$ cat src/rtl/write_pointer_full.sv
// Write-domain pointer/full logic of an asynchronous FIFO: binary and Gray write
// pointers, write strobe, full / almost-full flags and fill level. Optional `WPTR_OVERFLOW_EN.
module write_pointer_full #(
    parameter int ADDRSIZE     = 4,
    parameter int AFULL_THRESH = 12
) (
    input  logic                wr_clk,
    input  logic                wrst,
    input  logic                wr_en,
    input  logic [ADDRSIZE:0]   wq2_rptr,
    output logic                wr_inc,
    output logic [ADDRSIZE-1:0] wr_addr,
    output logic [ADDRSIZE:0]   wptr,
    output logic                wfull,
    output logic                walmost_full,
    output logic [ADDRSIZE:0]   wr_level,
    output logic                wr_overflow
);

    localparam int PW = ADDRSIZE + 1;
    localparam logic [PW-1:0] THRESH = PW'(AFULL_THRESH);

    function automatic logic [PW-1:0] bin2gray(input logic [PW-1:0] b);
        return b ^ (b >> 1);
    endfunction

    function automatic logic [PW-1:0] gray2bin(input logic [PW-1:0] g);
        logic [PW-1:0] b;
        b[PW-1] = g[PW-1];
        for (int i = PW - 2; i >= 0; i--) begin
            b[i] = b[i+1] ^ g[i];
        end
        return b;
    endfunction

    logic [PW-1:0] wbin_q, wbin_d;
    logic [PW-1:0] wgray_q, wgray_d;
    logic [PW-1:0] level_q, level_d;
    logic          full_q, full_d;
    logic          afull_q, afull_d;
    logic [PW-1:0] rq2_bin_s;

    // Next pointers, full compare and pessimistic level from the synced read pointer
    always_comb begin
        wr_inc    = wr_en & ~full_q;
        wbin_d    = wbin_q + {{ADDRSIZE{1'b0}}, wr_inc};
        wgray_d   = bin2gray(wbin_d);
        rq2_bin_s = gray2bin(wq2_rptr);
        level_d   = wbin_d - rq2_bin_s;
        afull_d   = (level_d >= THRESH);
        // Full when the pointers differ only in the wrap bit, which in Gray flips the top two bits
        full_d    = (wgray_d == {~wq2_rptr[ADDRSIZE:ADDRSIZE-1], wq2_rptr[ADDRSIZE-2:0]});
    end

    // Pointer and flag registers
    always_ff @(posedge wr_clk or posedge wrst) begin
        if (wrst) begin
            wbin_q  <= {PW{1'b0}};
            wgray_q <= {PW{1'b0}};
            level_q <= {PW{1'b0}};
            full_q  <= 1'b0;
            afull_q <= 1'b0;
        end else begin
            wbin_q  <= wbin_d;
            wgray_q <= wgray_d;
            level_q <= level_d;
            full_q  <= full_d;
            afull_q <= afull_d;
        end
    end

    assign wr_addr      = wbin_q[ADDRSIZE-1:0];
    assign wptr         = wgray_q;
    assign wfull        = full_q;
    assign walmost_full = afull_q;
    assign wr_level     = level_q;

`ifdef WPTR_OVERFLOW_EN
    logic ovf_q, ovf_d;

    // A dropped request sets the sticky error; only reset clears it
    always_comb begin
        ovf_d = ovf_q | (wr_en & full_q);
    end

    // Overflow flag register
    always_ff @(posedge wr_clk or posedge wrst) begin
        if (wrst) begin
            ovf_q <= 1'b0;
        end else begin
            ovf_q <= ovf_d;
        end
    end

    assign wr_overflow = ovf_q;
`else
    assign wr_overflow = 1'b0;
`endif

endmodule

$ cat config.mk
export PLATFORM = sky130hd
export DESIGN_NAME = write_pointer_full
export DESIGN_NICKNAME = d
export VERILOG_FILES = /design/src/rtl/write_pointer_full.sv
export SDC_FILE = /design/constraint.sdc
export NUM_CORES = 1
export LEC_CHECK = 0
export BUFFER_PORTS_ARGS = -buffer_cell sky130_fd_sc_hd__buf_2
export CORE_ASPECT_RATIO = 1.2
export CORE_MARGIN = 2
export CORE_UTILIZATION = 50
export CTS_BUF_LIST = sky130_fd_sc_hd__clkbuf_8
export DETAILED_ROUTE_END_ITERATION = 6
export MAX_ROUTING_LAYER = met4
export PLACE_DENSITY = 0.78
export SYNTH_ARGS = -nofsm -noshare
export SYNTH_HDL_FRONTEND = slang
export SYNTH_SLANG_ARGS = --single-unit
export TNS_END_PERCENT = 50
$ cat constraint.sdc
create_clock -name wr_clk -period 3.3 [get_ports wr_clk]
set_input_delay 0.165 -clock wr_clk [delete_from_list [all_inputs] [get_ports wr_clk]]
set_output_delay 0.165 -clock wr_clk [all_outputs]
set_load 0.01 [all_outputs]
==> reports/qor.csv <==
metric,value,unit
status,"complete, no violations",
worstSkewPairLatency,0.24,ns
ctsHoldBuffers,1,
yosysWarningCount,0,
cts.sinks,16,
arrival,2.92,ns
die_area,2220,µm²
max_slew.worst_pin.slew,0.576,ns
final.fill_count,159,
grt_overflow_total,0,
syn_nets,96,
synthAdderAreaFrac,10.2,%
fin_setup_tns,0,ns
ys_seq_area_share,43.0,%
ant_nets,0,
n_antenna_cell,0,
setup_slack,0.491,ns
synth-compound-area-share,6.72,%
drive_above_1_share,31.8,%
gp_congestion,0.863,
syn_inst,81,
clkTransAtPathRegs,0.06,ns
r2r_start,wfull$_DFF_PP0_,
grt_pass1_wl,2.53,mm
synth_top_family_by_area,XOR/XNOR gates,
grt_max_degree,17,
max_freq,356,MHz
setup_violations,0,
syn_area,931,µm²
ios,26,
power.density,1190,nW/µm²
power.total,1.32,mW
crit_path_end_kind,flop,
dp_slack,0.315,ns
wl,1.48,mm
die_w,43.4,µm
cap_violations,0,
r2r_cells,9,
initialDrtViolationCount,4,
num-nets-final,124,
ctsResizeCount,0,
leakagePower,0.550,nW
syn_avg_cell_area,11.5,µm²
numCtsBuffers,3,
slew_violations,0,
floorplan.initialDensity,52.1,%
die_h,51.3,µm
hp-class,in2reg,
final_cell_mix,"24 x buf_2, 16 x dfrtp_1, 12 x xnor2_1",
hold_depth,4,
regArea,400,µm²
synth_seq_cells,16,
vias,626,
multi_input_area,484,µm²
ys_types,29,
post_cts_buffers,0,
synthMuxAreaShare,1.08,%
rsz0062_at_grt,no,
vias_per_cell,4.97,
htree_num_levels,1,
dp_hpwl,1.22,mm
grt_antenna_before_repair,0,
area_growth,19.6,%
hold_violations,0,
core,1790,µm²
cts_tree,done,
r2r_end,walmost_full$_DFF_PP0_,
crit_path_start,wfull$_DFF_PP0_,
grt.total_usage,16.0,%
clock_path_buffers,2,
grt_pass1_vias,638,
port_buffers,24,
wl_per_cell,11.7,µm
layout_commonest_cell,buf_2,
first_pass_iters,3,
required,3.41,ns
synth-xor-area-share,23.9,%
ff2ff_setup_slack,0.49,ns
cts-root-buf,clkbuf_8,
ir_worst_vdd,0.000559,V
rows,17,
period_share,85.1,%
endpoint,walmost_full$_DFF_PP0_,
critPathMaxFanout,6,
startpoint_type,flop,
yosys.area_share.simple,9.68,%
fin_skew,0.000938,ns
min_period,2.81,ns
drc,0,
worstSetupPathType,reg2reg,
slew-limit-headroom,61.6,%
final cells by class:
type / count / share of cell area [%]
Multi-Input combinational cell: 54 / 43.5
Sequential cell: 16 / 36.0
Timing Repair Buffer: 25 / 11.7
Clock buffer: 3 / 3.71
Inverter: 9 / 3.03
Tap cell: 19 / 2.13
synth_stat cells:
library cell,number,share of area [%]
buf_4,1,0.81
o2bb2ai_1,1,0.94
nor2b_1,2,1.3
a21bo_2,1,1.1
or2_2,1,0.67
a2111oi_2,1,1.6
a31oi_1,1,0.67
xnor2_2,2,3.5
nand2_1,2,0.81
inv_1,9,3.6
nand3_1,4,2.2
xor2_2,2,3.5
dfrtp_1,16,43
nand4b_1,1,0.94
nand4_1,1,0.67
a21oi_1,2,1.1
or3_1,1,0.67
or4b_1,1,1.1
and3_1,1,0.67
nor4_1,1,0.67
conb_1,1,0.40
fa_1,1,2.2
a21o_1,1,0.81
ha_1,6,8.1
mux2i_1,1,1.1
xor2_1,6,5.6
buf_2,1,0.54
o21ai_1,1,0.54
xnor2_1,12,11
critical path, stage by stage, from the launching register on:
cell and delay, ns:
dfrtp_1 0.37, nor2b_1 0.14, ha_1 0.24, ha_1 0.35
xor2_2 0.28, ha_1 0.35, nor2b_1 0.17, o21ai_1 0.16
a21oi_1 0.10, or4b_1 0.51
report_power, final:
part | leakage, nW | total (mW) | switching [mW] | internal [mW]
combinational | 0.339 | 0.811 | 0.426 | 0.385
clock | 0.0216 | 0.136 | 0.0558 | 0.0805
sequential | 0.190 | 0.375 | 0.0674 | 0.308
total | 0.550 | 1.32 | 0.549 | 0.774
per-stage QoR:
stage	utilization (%)	std cells	hold WS, ns	instance area, µm²
finish	62.3	126	0.307	1110
global route	62.3	126	0.319	1110
global placement	59.5	122	0.244	1060
detailed placement	59.5	122	0.255	1060
floorplan	-	81	0.0787	931
CTS	62.3	126	0.303	1110
cells by family after synthesis:
kind of cell,after synthesis
flip-flops,16
adder cells (fa/ha/maj),7
buffers and inverters,11
AND/OR/NAND/NOR,15
XOR/XNOR,22
other,1
multiplexers,1
AO/OA/AOI/OAI,8
flip-flops by register name, indices dropped and copies added (netlist names):
name and flops:
walmost_full 1, wr_level 5, wbin_q 5, wptr 4, wfull 1
how the worst min path moves through the flow:
stage	from	endpoint	slack, ns
2_1_floorplan	wrst	walmost_full$_DFF_PP0_	0.08
3_3_place_gp	wrst	wr_level[4]$_DFF_PP0_	0.24
3_5_place_dp	wrst	wr_level[4]$_DFF_PP0_	0.26
4_1_cts	wq2_rptr[0]	wfull$_DFF_PP0_	0.30
5_1_grt	wq2_rptr[0]	wfull$_DFF_PP0_	0.32
6_report	wq2_rptr[0]	wfull$_DFF_PP0_	0.31
layer usage:
metal / track usage [%] / share of wire [%] / vias to the layer above
li1: - / - / 317
met1: 16.9 / 42 / 294
met2: 27.1 / 53 / 13
met3: 3.53 / 4.2 / 2
met4: 9.09 / 0.88 / 0
met5: - / 0 / -
Power figures use the tool's default switching activity.
